$ cat src/rtl/z3_pkg.sv
// Shared types and constants for the Zorro III cycle initiator.
package z3_pkg;

  typedef enum logic [2:0] {
    StIdle,
    StAddr,
    StAssert,
    StStrobe,
    StRelease,
    StRecover
  } z3_state_e;

  localparam logic [3:0] DS_IDLE = 4'hF;
  localparam int unsigned TIMEOUT_DEFAULT = 64;

endpackage

$ cat src/rtl/z3_cycle_initiator_if.sv
// Request/response and Zorro III bus signals of the cycle initiator.
// The master modport is the initiator's view; slave is the host/target side.
interface z3_cycle_initiator_if;
  logic        req;
  logic        req_read;
  logic [29:0] req_addr;
  logic [3:0]  req_ds_n;
  logic [31:0] req_wdata;
  logic        busy;
  logic        done;
  logic        berr;
  logic [31:0] rdata;
  logic [29:0] A;
  logic        FCS_n;
  logic [3:0]  DS_n;
  logic        READ;
  logic        DOE;
  logic [31:0] D_out;
  logic        D_oe;
  logic [31:0] D_in;
  logic        DTACK_n;
  logic        BERR_n;
  logic        SLAVE_n;

  modport master (
    input  req, req_read, req_addr, req_ds_n, req_wdata, D_in, DTACK_n, BERR_n, SLAVE_n,
    output busy, done, berr, rdata, A, FCS_n, DS_n, READ, DOE, D_out, D_oe
  );

  modport slave (
    output req, req_read, req_addr, req_ds_n, req_wdata, D_in, DTACK_n, BERR_n, SLAVE_n,
    input  busy, done, berr, rdata, A, FCS_n, DS_n, READ, DOE, D_out, D_oe
  );
endinterface

$ cat src/rtl/z3_timeout_counter.sv
// STROBE-phase watchdog; the module exists only when Z3_TIMEOUT_EN is defined.
`ifdef Z3_TIMEOUT_EN
module z3_timeout_counter #(
  parameter int unsigned TIMEOUT_CYCLES = z3_pkg::TIMEOUT_DEFAULT
) (
  input  logic clk,
  input  logic rst,
  input  logic clear,
  input  logic enable,
  output logic expired
);
  localparam int unsigned CntW = $clog2(TIMEOUT_CYCLES + 1);

  logic [CntW-1:0] cnt_q;

  // Cleared on the entry edge, so the first STROBE cycle sees zero and the
  // TIMEOUT_CYCLES-th STROBE cycle raises expired.
  assign expired = enable && (cnt_q == CntW'(TIMEOUT_CYCLES - 1));

  always_ff @(posedge clk or posedge rst) begin
    if (rst) begin
      cnt_q <= '0;
    end else if (clear) begin
      cnt_q <= '0;
    end else if (enable && !expired) begin
      cnt_q <= cnt_q + 1'b1;
    end
  end
endmodule
`endif

$ cat src/rtl/z3_cycle_initiator.sv
// Zorro III bus master: runs one full cycle per accepted request.
// Define Z3_TIMEOUT_EN to abort STROBE after TIMEOUT_CYCLES without a response.
module z3_cycle_initiator
  import z3_pkg::*;
#(
  parameter int unsigned TIMEOUT_CYCLES = TIMEOUT_DEFAULT,
  parameter int unsigned DS_SETUP       = 1
) (
  input logic                  clk,
  input logic                  rst,
  z3_cycle_initiator_if.master bus
);
  localparam int unsigned SetupW = $clog2(DS_SETUP + 1);

  if (DS_SETUP == 0 || TIMEOUT_CYCLES == 0) begin : g_param_check
    $error("DS_SETUP and TIMEOUT_CYCLES must both be at least 1");
  end

  z3_state_e         state_q, state_d;
  logic [SetupW-1:0] setup_q;
  logic [29:0]       addr_q;
  logic [3:0]        ds_q;
  logic [31:0]       wdata_q;
  logic              read_q;
  logic              berr_q;
  logic [31:0]       rdata_q;

  logic in_strobe;
  logic setup_done;
  logic timeout_hit;
  logic end_ok;
  logic end_err;

  assign in_strobe  = (state_q == StStrobe);
  assign setup_done = (setup_q == SetupW'(DS_SETUP - 1));

`ifdef Z3_TIMEOUT_EN
  logic strobe_entry;
  assign strobe_entry = (state_d == StStrobe) && !in_strobe;

  z3_timeout_counter #(
    .TIMEOUT_CYCLES(TIMEOUT_CYCLES)
  ) u_timeout (
    .clk    (clk),
    .rst    (rst),
    .clear  (strobe_entry),
    .enable (in_strobe),
    .expired(timeout_hit)
  );
`else
  assign timeout_hit = 1'b0;
`endif

  always_comb begin
    state_d = state_q;
    end_ok  = 1'b0;
    end_err = 1'b0;
    unique case (state_q)
      StIdle:   if (bus.req) state_d = StAddr;
      StAddr:   state_d = StAssert;
      StAssert: if (setup_done) state_d = StStrobe;
      StStrobe: begin
        // Bus error beats acknowledge; an acknowledge beats the watchdog.
        if (!bus.BERR_n) begin
          end_err = 1'b1;
        end else if (!bus.DTACK_n) begin
          end_ok = 1'b1;
        end else if (timeout_hit) begin
          end_err = 1'b1;
        end
        if (end_ok || end_err) state_d = StRelease;
      end
      StRelease: state_d = StRecover;
      StRecover: if (bus.DTACK_n && bus.SLAVE_n) state_d = StIdle;
      default:   state_d = StIdle;
    endcase
  end

  always_ff @(posedge clk or posedge rst) begin
    if (rst) begin
      state_q <= StIdle;
      setup_q <= '0;
      addr_q  <= '0;
      ds_q    <= DS_IDLE;
      wdata_q <= '0;
      read_q  <= 1'b1;
      berr_q  <= 1'b0;
      rdata_q <= '0;
    end else begin
      state_q <= state_d;
      if (state_q == StIdle && bus.req) begin
        addr_q  <= bus.req_addr;
        ds_q    <= bus.req_ds_n;
        wdata_q <= bus.req_wdata;
        read_q  <= bus.req_read;
        berr_q  <= 1'b0;
      end
      if (state_q == StAddr) begin
        setup_q <= '0;
      end else if (state_q == StAssert) begin
        setup_q <= setup_q + 1'b1;
      end
      if (end_ok) begin
        berr_q <= 1'b0;
        if (read_q) rdata_q <= bus.D_in;
      end
      if (end_err) berr_q <= 1'b1;
    end
  end

  // Bus outputs decode straight from the state register so an asynchronous
  // reset releases the bus without waiting for a clock edge.
  assign bus.busy  = (state_q != StIdle);
  assign bus.done  = (state_q == StRelease);
  assign bus.berr  = berr_q;
  assign bus.rdata = rdata_q;
  assign bus.A     = addr_q;
  assign bus.READ  = read_q;
  assign bus.D_out = wdata_q;
  assign bus.FCS_n = !((state_q == StAssert) || in_strobe);
  assign bus.DS_n  = in_strobe ? ds_q : DS_IDLE;
  assign bus.DOE   = in_strobe;
  assign bus.D_oe  = in_strobe && !read_q;

endmodule

$ cat src/flat_wrapper.sv
// flat-port wrapper written by rule: the top's interface ports become plain ports
module z3_cycle_initiator_flat import z3_pkg::*;
#(
  parameter int unsigned TIMEOUT_CYCLES = TIMEOUT_DEFAULT,
  parameter int unsigned DS_SETUP       = 1
)
  (clk, rst, bus_req, bus_req_read, bus_req_addr, bus_req_ds_n, bus_req_wdata, bus_D_in, bus_DTACK_n, bus_BERR_n, bus_SLAVE_n, bus_busy, bus_done, bus_berr, bus_rdata, bus_A, bus_FCS_n, bus_DS_n, bus_READ, bus_DOE, bus_D_out, bus_D_oe);
  z3_cycle_initiator_if bus_i ();
  input logic clk;
  input logic rst;
  input wire logic [$bits(bus_i.req)-1:0] bus_req;
  input wire logic [$bits(bus_i.req_read)-1:0] bus_req_read;
  input wire logic [$bits(bus_i.req_addr)-1:0] bus_req_addr;
  input wire logic [$bits(bus_i.req_ds_n)-1:0] bus_req_ds_n;
  input wire logic [$bits(bus_i.req_wdata)-1:0] bus_req_wdata;
  input wire logic [$bits(bus_i.D_in)-1:0] bus_D_in;
  input wire logic [$bits(bus_i.DTACK_n)-1:0] bus_DTACK_n;
  input wire logic [$bits(bus_i.BERR_n)-1:0] bus_BERR_n;
  input wire logic [$bits(bus_i.SLAVE_n)-1:0] bus_SLAVE_n;
  output wire logic [$bits(bus_i.busy)-1:0] bus_busy;
  output wire logic [$bits(bus_i.done)-1:0] bus_done;
  output wire logic [$bits(bus_i.berr)-1:0] bus_berr;
  output wire logic [$bits(bus_i.rdata)-1:0] bus_rdata;
  output wire logic [$bits(bus_i.A)-1:0] bus_A;
  output wire logic [$bits(bus_i.FCS_n)-1:0] bus_FCS_n;
  output wire logic [$bits(bus_i.DS_n)-1:0] bus_DS_n;
  output wire logic [$bits(bus_i.READ)-1:0] bus_READ;
  output wire logic [$bits(bus_i.DOE)-1:0] bus_DOE;
  output wire logic [$bits(bus_i.D_out)-1:0] bus_D_out;
  output wire logic [$bits(bus_i.D_oe)-1:0] bus_D_oe;
  assign bus_i.req = bus_req;
  assign bus_i.req_read = bus_req_read;
  assign bus_i.req_addr = bus_req_addr;
  assign bus_i.req_ds_n = bus_req_ds_n;
  assign bus_i.req_wdata = bus_req_wdata;
  assign bus_i.D_in = bus_D_in;
  assign bus_i.DTACK_n = bus_DTACK_n;
  assign bus_i.BERR_n = bus_BERR_n;
  assign bus_i.SLAVE_n = bus_SLAVE_n;
  assign bus_busy = bus_i.busy;
  assign bus_done = bus_i.done;
  assign bus_berr = bus_i.berr;
  assign bus_rdata = bus_i.rdata;
  assign bus_A = bus_i.A;
  assign bus_FCS_n = bus_i.FCS_n;
  assign bus_DS_n = bus_i.DS_n;
  assign bus_READ = bus_i.READ;
  assign bus_DOE = bus_i.DOE;
  assign bus_D_out = bus_i.D_out;
  assign bus_D_oe = bus_i.D_oe;
  z3_cycle_initiator #(.TIMEOUT_CYCLES(TIMEOUT_CYCLES), .DS_SETUP(DS_SETUP)) u_core (.clk(clk), .rst(rst), .bus(bus_i));
endmodule
$ cat config.mk
export PLATFORM = sky130hd
export DESIGN_NAME = z3_cycle_initiator_flat
export DESIGN_NICKNAME = d
export VERILOG_FILES = /design/src/rtl/z3_pkg.sv /design/src/rtl/z3_cycle_initiator_if.sv /design/src/rtl/z3_timeout_counter.sv /design/src/rtl/z3_cycle_initiator.sv /design/src/flat_wrapper.sv
export SDC_FILE = /design/constraint.sdc
export NUM_CORES = 1
export LEC_CHECK = 0
export ABC_AREA = 1
export CORE_MARGIN = 1.5
export CORE_UTILIZATION = 36
export DETAILED_ROUTE_END_ITERATION = 16
export PLACE_DENSITY = 0.76
export SLEW_MARGIN = 25
export SYNTH_ARGS = -nofsm -noshare
export SYNTH_HDL_FRONTEND = slang
export SYNTH_SLANG_ARGS = --single-unit
export TNS_END_PERCENT = 5
$ cat constraint.sdc
create_clock -name clk -period 3.1 [get_ports clk]
set_input_delay 0.62 -clock clk [delete_from_list [all_inputs] [get_ports clk]]
set_output_delay 0.62 -clock clk [all_outputs]
set_load 0.005 [all_outputs]
[Yosys cells after proc, flatten, opt, wreduce, memory -nomap -nowiden]
Index checks and enable logic that the tools add are counted.
Cells by class
  add/sub/neg operators: 1
  multiply operators: 0
  div/mod/pow operators: 0
  $lt $le $gt $ge: 0
  equality and inequality tests: 9
  shifts and indexed selects: 0
  multiplexer cells: 18
  bitwise gates (word level): 0
  reductions and logical operators: 13
Operators with widths (number)
  $pmux W3 S6: 1
  $mux W1: 12
  $mux W3: 4
  $eq A3 B2 Y1 const B: 2
  $eq A3 B3 Y1 const B: 2
  $ne A2 B2 Y1 const B: 3
  $reduce_bool A3 Y1: 2
  $mux W4: 1
  $reduce_and A4 Y1: 1
  $eq A3 B1 Y1 const B: 1
  $logic_and A1 B1 Y1: 3
  $logic_not A3 Y1: 1
  $logic_not A1 Y1: 2
  $logic_or A1 B1 Y1: 2
  $ne A2 B1 Y1 const B: 1
  $reduce_and A2 Y1: 1
  $reduce_bool A2 Y1: 1
  $add A1 B1 Y1 const B: 1
Word-level totals
  flip-flop bits (word level): 104
  latch bits: 0
  RAM bits: 0
  memory bits (read-only): 0
  input port bits: 105
  output and inout port bits: 105
  logic and storage cells: 49
  memories: 0

[Logic depth before layout (Yosys ltp)]
  depth in word-level cells: 6
  depth in mapped cells: 7
  mapped depth without buffers: 6

[Least setup slack after synthesis]
Ideal clock, no wire load.
  kind: flip-flop to output port
  from: reg u_core.read_q, in the netlist u_core.bus.READ
  to: out bus_D_oe
  arrival: 1.136 ns
  data required time: 2.480 ns
  setup slack: 1.344 ns
  stages on the path, launching flop included: 4
  path buffers: 2
  cells stage by stage: dfstp_2 -> clkbuf_1 -> clkbuf_1 -> nor2_1
On the way
  cells in the longest elaborated chain, start to end: 2
RTL lines
  start, declared: line z3_cycle_initiator.sv:24  | logic read_q;
  start signal, assigned: line z3_cycle_initiator.sv:95  | read_q <= bus.req_read;
  $logic_not A1 Y1: line z3_cycle_initiator.sv:123  | assign bus.D_oe = in_strobe && !read_q;
  $logic_and A1 B1 Y1: line z3_cycle_initiator.sv:123
  end, declared: line flat_wrapper.sv:30  | output wire logic [$bits(bus_i.D_oe)-1:0] bus_D_oe;
No other way between the ends.

[Worst setup path in the final report]
  from: reg u_core.state_q[2]
  to: out bus_DS_n[3]
On the way
  cells in the longest elaborated chain, start to end: 2
RTL lines
  start, declared: line z3_cycle_initiator.sv:19  | z3_state_e state_q, state_d;
  start signal, assigned: line z3_cycle_initiator.sv:81  | state_q <= StIdle;
  start signal, assigned: line z3_cycle_initiator.sv:90  | state_q <= state_d;
  $eq A3 B2 Y1: line z3_cycle_initiator.sv:34  | assign in_strobe = (state_q == StStrobe);
  $mux W4: line z3_cycle_initiator.sv:121  | assign bus.DS_n = in_strobe ? ds_q : DS_IDLE;
  end, declared: line flat_wrapper.sv:26  | output wire logic [$bits(bus_i.DS_n)-1:0] bus_DS_n;
No other way between the ends.

==> results.yml <==
status:
  outcome: "finished, final reports clean"
cts:
  cts.sinks: 104
  cts-resized-gates: 0
  cts_hold_buf: 0
  postCtsSetupRepairBufs: 0
  cts.root.buffer_cell: "clkbuf_16"
  clk_pin_slew_ns: 0.06
  cts_buffers: 9
  clockBufferDepth: 2
  htreeDepth: 3
  clk_latency_ns: 0.34
  cts_tree: "done"
timing:
  slew_headroom: 0.567
  fin_tns_setup_ns: 0
  slew_violations: 0
  rsz0062_at_grt: "no"
  hold_viol_final: 0
  finalCritPeriodShare: 0.823
  fin_worst_skew_ns: 0.00965
  tightest_slew_ns: 0.648
  setup_viol: 0
  min_period_ns: 2.55
  max_freq_mhz: 392
yosys:
  synth_cells: 473
  synth_edf_count: 0
  netlist_top_cells_count: "144 x nand2_1, 99 x dfrtp_1, 74 x inv_1, 68 x o21ai_0, 36 x nand3_1"
  ys.flop_type: "dfrtp_1"
  ys_top_cells_by_area: "dfrtp_1 59%, nand2_1 13%, o21ai_0 8.1%"
  ys_ff_latch: 104
  synth_seq_area_share: 0.619
  synth_largest_area_cell: "dfrtp_1"
  ys.warnings.count: 0
  syn-num-nets: 578
  syn_area_um2: 4220
  avgSynthCellArea_um2: 8.92
  synth.distinct_cells: 18
  postSynth.asyncResetShare: 1.00
  synth_most_common_cell: "nand2_1"
  synth.top_cell.area_share: 0.587
pwr:
  p_per_area_nw_per_um2: 869
  vdd_drop_max_uv: 402
  p_leak_nw: 3.30
setup_path:
  arrival_ns: 1.93
  criticalPathCategory: "reg -> out"
  crit_required_ns: 2.48
  crit_path_end_kind: "output pin"
  cp_max_fo: 9
  startpoint_type: "flip-flop"
floorplan:
  die-area_um2: 12400
  start_util: 0.369
  dieHeight_um: 111
  dieWidth_um: 111
  ios: 210
  core_area_um2: 11400
  core.rowCount: 39
run:
  max-cap-violations: 0
placed_design:
  gp_congestion: 0.839
  dp_hpwl_mm: 8.31
  dp_cells: 807
  io_buffers: 209
grt:
  overflow: 0
  antenna_found_initial: 0
  grt_first_pass_wirelength_mm: 18.1
  grt_usage: 0.179
  grt_max_degree: 57
  first_global_vias: 3683
detailed_routing:
  drtAntennaViolNets: 0
  drt_wl_total_mm: 11.0
  via_per_inst: 4.57
  initialDrtViolationCount: 275
  wl_per_cell_um: 13.4
  dr.pass1.iters: 5
  vias: 3765
  drc: 0
final_layout:
  drive_gt1_frac: 0.0529
  diodes: 0
  layout.cells.non_filler: 823
  fin_nets: 780
  area_growth_pct: 60.1
  fillCellCount: 975
hold_path:
  hold_class: "reg -> reg"
==> critical path, stage by stage, from the launching register on <==
cell and delay [ns]:
dfrtp_1 0.40, clkinv_1 0.17, nand3_2 0.22, or2_2 0.34, clkdlybuf4s50_1 0.47
==> cell usage in the layout, fill, tap and decap left out <==
cell	netlist	final
a21oi_1	3	3
buf_12	0	2
buf_4	6	4
bufinv_16	0	2
clkbuf_16	0	9
clkdlybuf4s50_1	0	209
clkinv_1	1	1
clkinv_2	0	2
clkinv_4	0	1
clkinvlp_4	0	2
dfrtp_1	99	99
dfstp_2	5	5
inv_1	74	73
inv_6	0	1
nand2_1	144	144
nand2_2	1	1
nand3_1	36	36
nand3_2	2	1
nand3_4	0	1
nand3b_1	1	1
nor2_1	10	10
nor3_4	1	1
o21ai_0	68	68
or2_2	4	4
==> through the flow <==
stage	util	hold slack, ns	total power, mW	area [um^2]	setup slack [ns]
floorplan	-	0.465	3.17	4220	1.24
global placement	0.563	0.453	4.62	6430	0.837
detailed placement	0.563	0.459	4.71	6430	0.781
CTS	0.591	0.474	5.93	6750	0.525
global route	0.591	0.491	6.27	6750	0.451
finish	0.591	0.470	5.87	6750	0.548
==> flip-flops by register name, indices dropped and copies added, names as in the netlist <==
name and count:
u_core.bus.READ 1, u_core.state_q 3, u_core.ds_q 4, u_core.bus.D_out 32
u_core.bus.rdata 32, u_core.bus.A 30, u_core.bus.berr 1, u_core.setup_q 1
==> worst paths after layout <==
path | slack [ns] | end | startpoint | cells past startpoint
worst min register to register | 0.47 | u_core.bus.rdata[26] | u_core.bus.rdata[26] | 2
worst max-delay path | 0.55 | bus_DS_n[3] | u_core.state_q[2] | 4
worst min-delay path | 0.47 | u_core.bus.rdata[26] | u_core.bus.rdata[26] | 2
worst max register to register | 1.19 | u_core.bus.D_out[27] | u_core.state_q[0] | 5
min in group asynchronous | 0.72 | u_core.bus.A[20] | rst | 2
max in group asynchronous | 1.74 | u_core.bus.A[15] | rst | 3
==> kinds of logic (layout without fill, tap and decap cells) <==
kind of cell	Yosys count	in the layout	synth area share
and+or+nand+nor	199	199	0.198
DFF	104	104	0.619
buffers and inverters	99	306	0.0997
AOI/OAI and AO/OA	71	71	0.0842
==> where the power goes <==
group	total [mW]	switching, mW	internal [mW]
clock network	1.20	0.489	0.709
logic	2.34	0.959	1.38
registers	2.33	0.357	1.97
==> routing by layer <==
layer | vias up | track usage | part of all wire
met4 | 0 | 0.0667 | 0.020
met1 | 1711 | 0.233 | 0.44
met3 | 19 | 0.0437 | 0.082
met2 | 187 | 0.291 | 0.46
li1 | 1848 | - | -
met5 | - | 0 | 0
==> cell type report <==
type                            count  area (um^2)  area share
Sequential cell                   104         2610       0.386
Clock inverter                      7         95.1      0.0141
Timing Repair Buffer              215         2160       0.320
Clock buffer                        9          225      0.0334
Multi-Input combinational cell    270         1200       0.177
Inverter                           75          285      0.0423
Tap cell                          143          179      0.0265
Note: power is estimated with default switching activity, not from simulation.
